$ cat config.mk
export PLATFORM = sky130hd
export DESIGN_NAME = adder_host
export DESIGN_NICKNAME = d
export VERILOG_FILES = /design/src/rtl/adder_host_pkg.sv /design/src/rtl/adder_host_shift.sv /design/src/rtl/adder_host.sv
export SDC_FILE = /design/constraint.sdc
export NUM_CORES = 1
export LEC_CHECK = 0
export CORE_UTILIZATION = 52
export CTS_BUF_LIST = sky130_fd_sc_hd__clkbuf_16
export DETAILED_ROUTE_END_ITERATION = 8
export GPL_TIMING_DRIVEN = 1
export PLACE_DENSITY_LB_ADDON = 0.2
export SYNTH_ARGS = -nofsm -noshare
export SYNTH_HDL_FRONTEND = slang
export SYNTH_SLANG_ARGS = --single-unit
$ cat constraint.sdc
create_clock -name clk -period 4.1 [get_ports clk]
set_input_delay 1.23 -clock clk [delete_from_list [all_inputs] [get_ports clk]]
set_output_delay 1.23 -clock clk [all_outputs]
set_load 0.02 [all_outputs]
$ cat src/rtl/adder_host_pkg.sv
// Shared types and frame-length helpers for the adder_host serial front end.
package adder_host_pkg;

    typedef enum logic [1:0] {LOAD, WAIT, SHIFT} state_t;

    localparam int unsigned DEF_WIDTH     = 4;
    localparam int unsigned IN_FRAME_LEN  = 2 * DEF_WIDTH + 1;
    localparam int unsigned OUT_FRAME_LEN = DEF_WIDTH + 1;

    // Frame lengths for a non-default operand width.
    function automatic int unsigned in_frame_len(input int unsigned width);
        return 2 * width + 1;
    endfunction

    function automatic int unsigned out_frame_len(input int unsigned width);
        return width + 1;
    endfunction

endpackage

$ cat src/rtl/adder_host_shift.sv
// Right-shifting register with parallel load, serial MSB input and LSB tap.
module adder_host_shift #(
    parameter int unsigned LEN = 9
) (
    input  logic           clk,
    input  logic           rst,
    input  logic           load,
    input  logic [LEN-1:0] load_data,
    input  logic           shift,
    input  logic           shift_in,
    output logic [LEN-1:0] data,
    output logic           lsb
);

    always_ff @(posedge clk or posedge rst) begin
        if (rst) begin
            data <= '0;
        end else if (load) begin
            data <= load_data;
        end else if (shift) begin
            data <= {shift_in, data[LEN-1:1]};
        end
    end

    assign lsb = data[0];

endmodule

$ cat src/rtl/adder_host.sv
// Serial host for the registered CLA adder: collects operands, waits out the adder
// pipeline, returns {cout,z} serially. ADDER_HOST_CHECK_EN adds a sticky result checker.
module adder_host
    import adder_host_pkg::*;
#(
    parameter int unsigned WIDTH   = 4,
    parameter int unsigned ADD_LAT = 2
) (
    input  logic           clk,
    input  logic           rst,
    input  logic           in_bit,
    input  logic           in_valid,
    output logic           in_ready,
    output logic [WIDTH:1] x,
    output logic [WIDTH:1] y,
    output logic           cin,
    input  logic [WIDTH:1] z,
    input  logic           cout,
    output logic           out_bit,
    output logic           out_valid,
    input  logic           out_ready,
    output logic           busy,
    output logic           err
);

    localparam int unsigned IN_LEN  = in_frame_len(WIDTH);
    localparam int unsigned OUT_LEN = out_frame_len(WIDTH);
    localparam int unsigned IN_CW   = $clog2(2 * WIDTH + 2);
    localparam int unsigned WAIT_CW = $clog2(ADD_LAT + 2);

    state_t               state;
    logic [IN_CW-1:0]     in_cnt;
    logic [WAIT_CW-1:0]   wait_cnt;
    logic [IN_LEN-1:0]    op_data;
    logic [IN_LEN-1:0]    frame;
    logic [OUT_LEN-1:0]   res_data_unused;
    logic                 op_lsb_unused;
    logic                 op_shift;
    logic                 issue;
    logic                 capture;
    logic                 res_shift;

    assign op_shift  = (state == LOAD) && in_valid;
    assign issue     = op_shift && (in_cnt == IN_CW'(IN_LEN - 1));
    assign capture   = (state == WAIT) && (wait_cnt == WAIT_CW'(ADD_LAT));
    assign res_shift = (state == SHIFT) && out_ready;

    // The issuing bit is still on in_bit, so the complete frame is the register plus it.
    assign frame = {in_bit, op_data[IN_LEN-1:1]};

    adder_host_shift #(
        .LEN (IN_LEN)
    ) u_op_shift (
        .clk       (clk),
        .rst       (rst),
        .load      (1'b0),
        .load_data ({IN_LEN{1'b0}}),
        .shift     (op_shift),
        .shift_in  (in_bit),
        .data      (op_data),
        .lsb       (op_lsb_unused)
    );

    adder_host_shift #(
        .LEN (OUT_LEN)
    ) u_res_shift (
        .clk       (clk),
        .rst       (rst),
        .load      (capture),
        .load_data ({cout, z}),
        .shift     (res_shift),
        .shift_in  (1'b0),
        .data      (res_data_unused),
        .lsb       (out_bit)
    );

    // in_cnt doubles as the output bit counter while in SHIFT.
    always_ff @(posedge clk or posedge rst) begin
        if (rst) begin
            state    <= LOAD;
            in_cnt   <= '0;
            wait_cnt <= '0;
            x        <= '0;
            y        <= '0;
            cin      <= 1'b0;
        end else begin
            unique case (state)
                LOAD: begin
                    if (issue) begin
                        x        <= frame[WIDTH-1:0];
                        y        <= frame[2*WIDTH-1:WIDTH];
                        cin      <= frame[2*WIDTH];
                        in_cnt   <= '0;
                        wait_cnt <= '0;
                        state    <= WAIT;
                    end else if (op_shift) begin
                        in_cnt <= in_cnt + IN_CW'(1);
                    end
                end
                WAIT: begin
                    if (capture) begin
                        wait_cnt <= '0;
                        state    <= SHIFT;
                    end else begin
                        wait_cnt <= wait_cnt + WAIT_CW'(1);
                    end
                end
                SHIFT: begin
                    if (res_shift) begin
                        if (in_cnt == IN_CW'(OUT_LEN - 1)) begin
                            in_cnt   <= '0;
                            wait_cnt <= '0;
                            state    <= LOAD;
                        end else begin
                            in_cnt <= in_cnt + IN_CW'(1);
                        end
                    end
                end
                default: begin
                    state <= LOAD;
                end
            endcase
        end
    end

    assign in_ready  = (state == LOAD);
    assign out_valid = (state == SHIFT);
    assign busy      = (state != LOAD) || (in_cnt != '0);

`ifdef ADDER_HOST_CHECK_EN
    logic [WIDTH:0] ref_sum;
    logic           err_q;

    always_ff @(posedge clk or posedge rst) begin
        if (rst) begin
            ref_sum <= '0;
            err_q   <= 1'b0;
        end else begin
            if (issue) begin
                ref_sum <= {1'b0, frame[WIDTH-1:0]} + {1'b0, frame[2*WIDTH-1:WIDTH]}
                         + (WIDTH+1)'(frame[2*WIDTH]);
            end
            if (capture && ({cout, z} != ref_sum)) begin
                err_q <= 1'b1;
            end
        end
    end

    assign err = err_q;
`else
    assign err = 1'b0;
`endif

endmodule

==> results.sh <==
export IMPL_run_status="finished clean"
export IMPL_via_count_of_the_first_global_routing_pass=860
export IMPL_timing_worst_setup_path_type="reg2out"
export IMPL_clock_sinks=30
export IMPL_timing_hold_violations_final=0
export IMPL_synth_simple_area_share_pct=14.1
export IMPL_finalCoreUtilization_pct=70.4
export IMPL_globalplace_congestion=0.749
export IMPL_drcViolationCount=0
export IMPL_insertedDiodeCount=0
export IMPL_leakage_nw=0.755
export IMPL_crit_arrival_ps=1810
export IMPL_synthMuxAreaShare_pct=16.9
export IMPL_post_place_cells=160
export IMPL_routed_wire_length_per_instance_um=14.1
export IMPL_min_period_over_period_pct=74.2
export IMPL_die_h_um=53.8
export IMPL_h_tree_depth=2
export IMPL_whs_ps=478
export IMPL_yosys_register_bits=30
export IMPL_worst_r2r_path_depth=6
export IMPL_power_density_nw_per_um2=854
export IMPL_floorplan_die_area_um2=2890
export IMPL_synth_top_family_by_area="multiplexers"
export IMPL_clock_latency_ps=270
export IMPL_syn_to_final_growth_pct=26.3
export IMPL_grt_start_max_net_pins=31
export IMPL_required_ps=2870
export IMPL_floorplan_rows=18
export IMPL_ir_worst_vdd_mv=0.639
export IMPL_cts_hold_buffers=0
export IMPL_synthesis_area_um2=1390
export IMPL_finClkSkew_ps=4.33
export IMPL_crit_fanout=5
export IMPL_grt_remaining_overflow=0
export IMPL_max_cap_violations=0
export IMPL_initial_core_util_pct=55.7
export IMPL_synth_adder_area_share_pct=1.80
export IMPL_cts_post_setup_buffers_inserted=0
export IMPL_route_detailed_vias_per_inst=5.44
export IMPL_setup_total_negative_slack_ps=0
export IMPL_layoutNonFillerInstCount=168
export IMPL_final_count_of_pins_violating_max_slew=0
export IMPL_synth_yosys_seq_area_share_pct=53.9
export IMPL_dpl_hpwl_um=1660
export IMPL_setup_viol=0
export IMPL_cts_tree="built"
export IMPL_worst_setup_path_end_kind="primary output"
export IMPL_num_fill_cells=175
export IMPL_max_slew_worst_pin_slew_ps=498
export IMPL_rsz0062_at_grt="no"
export IMPL_drtIter0Drc=12
export IMPL_p_total_mw=1.50
export IMPL_placeableCoreArea_um2=2500
export IMPL_postSynthAreaPerCell_um2=12.3
export IMPL_yosys_area_share_xor_xnor_pct=0
export IMPL_synth_fp_nets=125
export IMPL_post_cts_resize_count=0
export IMPL_floorplan_die_width_um=53.8
export IMPL_clock_fmax_mhz=329
export IMPL_post_route_cells_drive_above_1_share_pct=27.5
export IMPL_cts_max_path_buffers=2
export IMPL_grt_pass1_wl_um=3820
export IMPL_num_io_pins=24
export IMPL_grtUsageTotal_pct=19.6
export IMPL_mostFrequentLayoutCells="30 x dfrtp_1, 22 x clkdlybuf4s50_1, 20 x mux2_2, 10 x nand2_1, 6 x o21ai_0"
export IMPL_slew_limit_headroom_pct=66.7
export IMPL_yosys_warnings=0
export IMPL_drt_pass1_iter_count=4
export IMPL_clock_slew_at_the_register_clock_pins_of_the_worst_setup_and_hold_paths_ps=50
export IMPL_grt_antenna_before_repair=0
export IMPL_hold_path_class="reg2reg"
export IMPL_most_frequent_standard_cell_in_the_layout_excluding_fill_and_tap_cells="dfrtp_1"
export IMPL_detail_route_antenna_nets=0
export IMPL_layout_min_cycle_time_ps=3040
export IMPL_number_of_distinct_library_cells_after_synthesis=31
export IMPL_synth_compound_area_share_pct=9.07
export IMPL_numCtsBuffers=5
export IMPL_clk_root_buffer_cell="clkbuf_16"
export IMPL_critical_path_startpoint_type="flop"
export IMPL_portBuffers=22
export IMPL_syn_inst=113
export IMPL_count_of_nets_after_finishing=149
export IMPL_detailroute_via_count=914
export IMPL_worst_hold_path_num_cells=2
export IMPL_detail_route_wirelength_um=2370
flip-flops by register name (all words and copies together) (netlist names):
name              cells
u_res_shift.data      5
y                     4
x                     4
u_op_shift.data       8
cin                   1
wait_cnt              2
state                 2
in_cnt                4
through the flow:
stage          worst slack, ps  instance area (um^2)
2_1_floorplan             1680                  1390
3_3_place_gp              1280                  1620
3_5_place_dp              1250                  1620
4_1_cts                   1050                  1760
5_1_grt                    952                  1760
6_report                  1060                  1760
critical path, cell delays in order, from the launching register on:
cell	delay [ps]
dfrtp_1	390
inv_1	60
ha_1	230
nor2b_2	170
nand3b_1	90
clkdlybuf4s50_1	600
cells by family (layout without fill, tap and decap cells):
family                     Yosys count  in the layout
AOI/OAI and AO/OA                   18             18
adders and majority gates            2              2
buffers and inverters               10             35
DFF                                 30             30
muxes                               21             21
other                                1              1
and+or+nand+nor                     31             31
cell type report:
cell class	instances	area [um^2]	area share (%)
clock buffer	5	125	7.11
multi-input combinational	73	587	33.4
clock inverter	3	16.3	0.925
sequential	30	751	42.7
timing repair buffer	23	228	12.9
inverter	4	15.0	0.853
tap	30	37.5	2.13
power breakdown:
group	switching [mW]	internal [mW]
registers	0.132	0.441
clock network	0.119	0.220
logic	0.259	0.331
total	0.510	0.992
cell usage after synthesis:
cell,count,area share [%]
nand4bb_2,1,1.2
dfrtp_1,30,54
ha_1,2,1.8
nor3_4,1,1.2
mux2i_1,1,0.72
clkbuf_1,3,0.81
nand2b_1,4,1.8
clkbuf_8,1,0.99
a31o_2,1,0.63
nor2_1,5,1.3
a21oi_1,2,0.72
a21o_2,1,0.63
o21ai_0,6,2.2
a22o_1,2,1.3
conb_1,1,0.27
nor4_1,1,0.45
nand3_1,1,0.36
o2bb2ai_1,1,0.63
mux2_2,20,16
a22oi_1,3,1.6
nor2b_2,1,0.63
nand4b_1,1,0.63
nand3b_1,2,1.1
and3b_2,1,0.72
and4bb_2,1,0.90
nand3_2,1,0.72
and2_1,1,0.45
a22o_2,2,1.4
inv_1,4,1.1
buf_4,2,1.1
nand2_1,10,2.7
worst paths after layout:
path,start,slack (ps),to
min in group asynchronous,rst,1340,u_res_shift.data[3]
setup reg to reg,in_cnt[0],2200,y[2]
hold / removal,u_res_shift.data[1],480,u_res_shift.data[1]
setup / recovery,in_cnt[0],1060,busy
max in group asynchronous,rst,2500,u_op_shift.data[4]
hold reg to reg,u_res_shift.data[1],480,u_res_shift.data[1]
per-layer routing:
layer / share of wire [%] / global-route usage, % / wire length (um)
met3: 3.4 / 5.93 / 80
met2: 50 / 30.7 / 1170
met1: 46 / 24.2 / 1080
met4: 1.5 / 10.5 / 35
met5: 0 / 0 / 0
(Power assumes the default switching activity.)
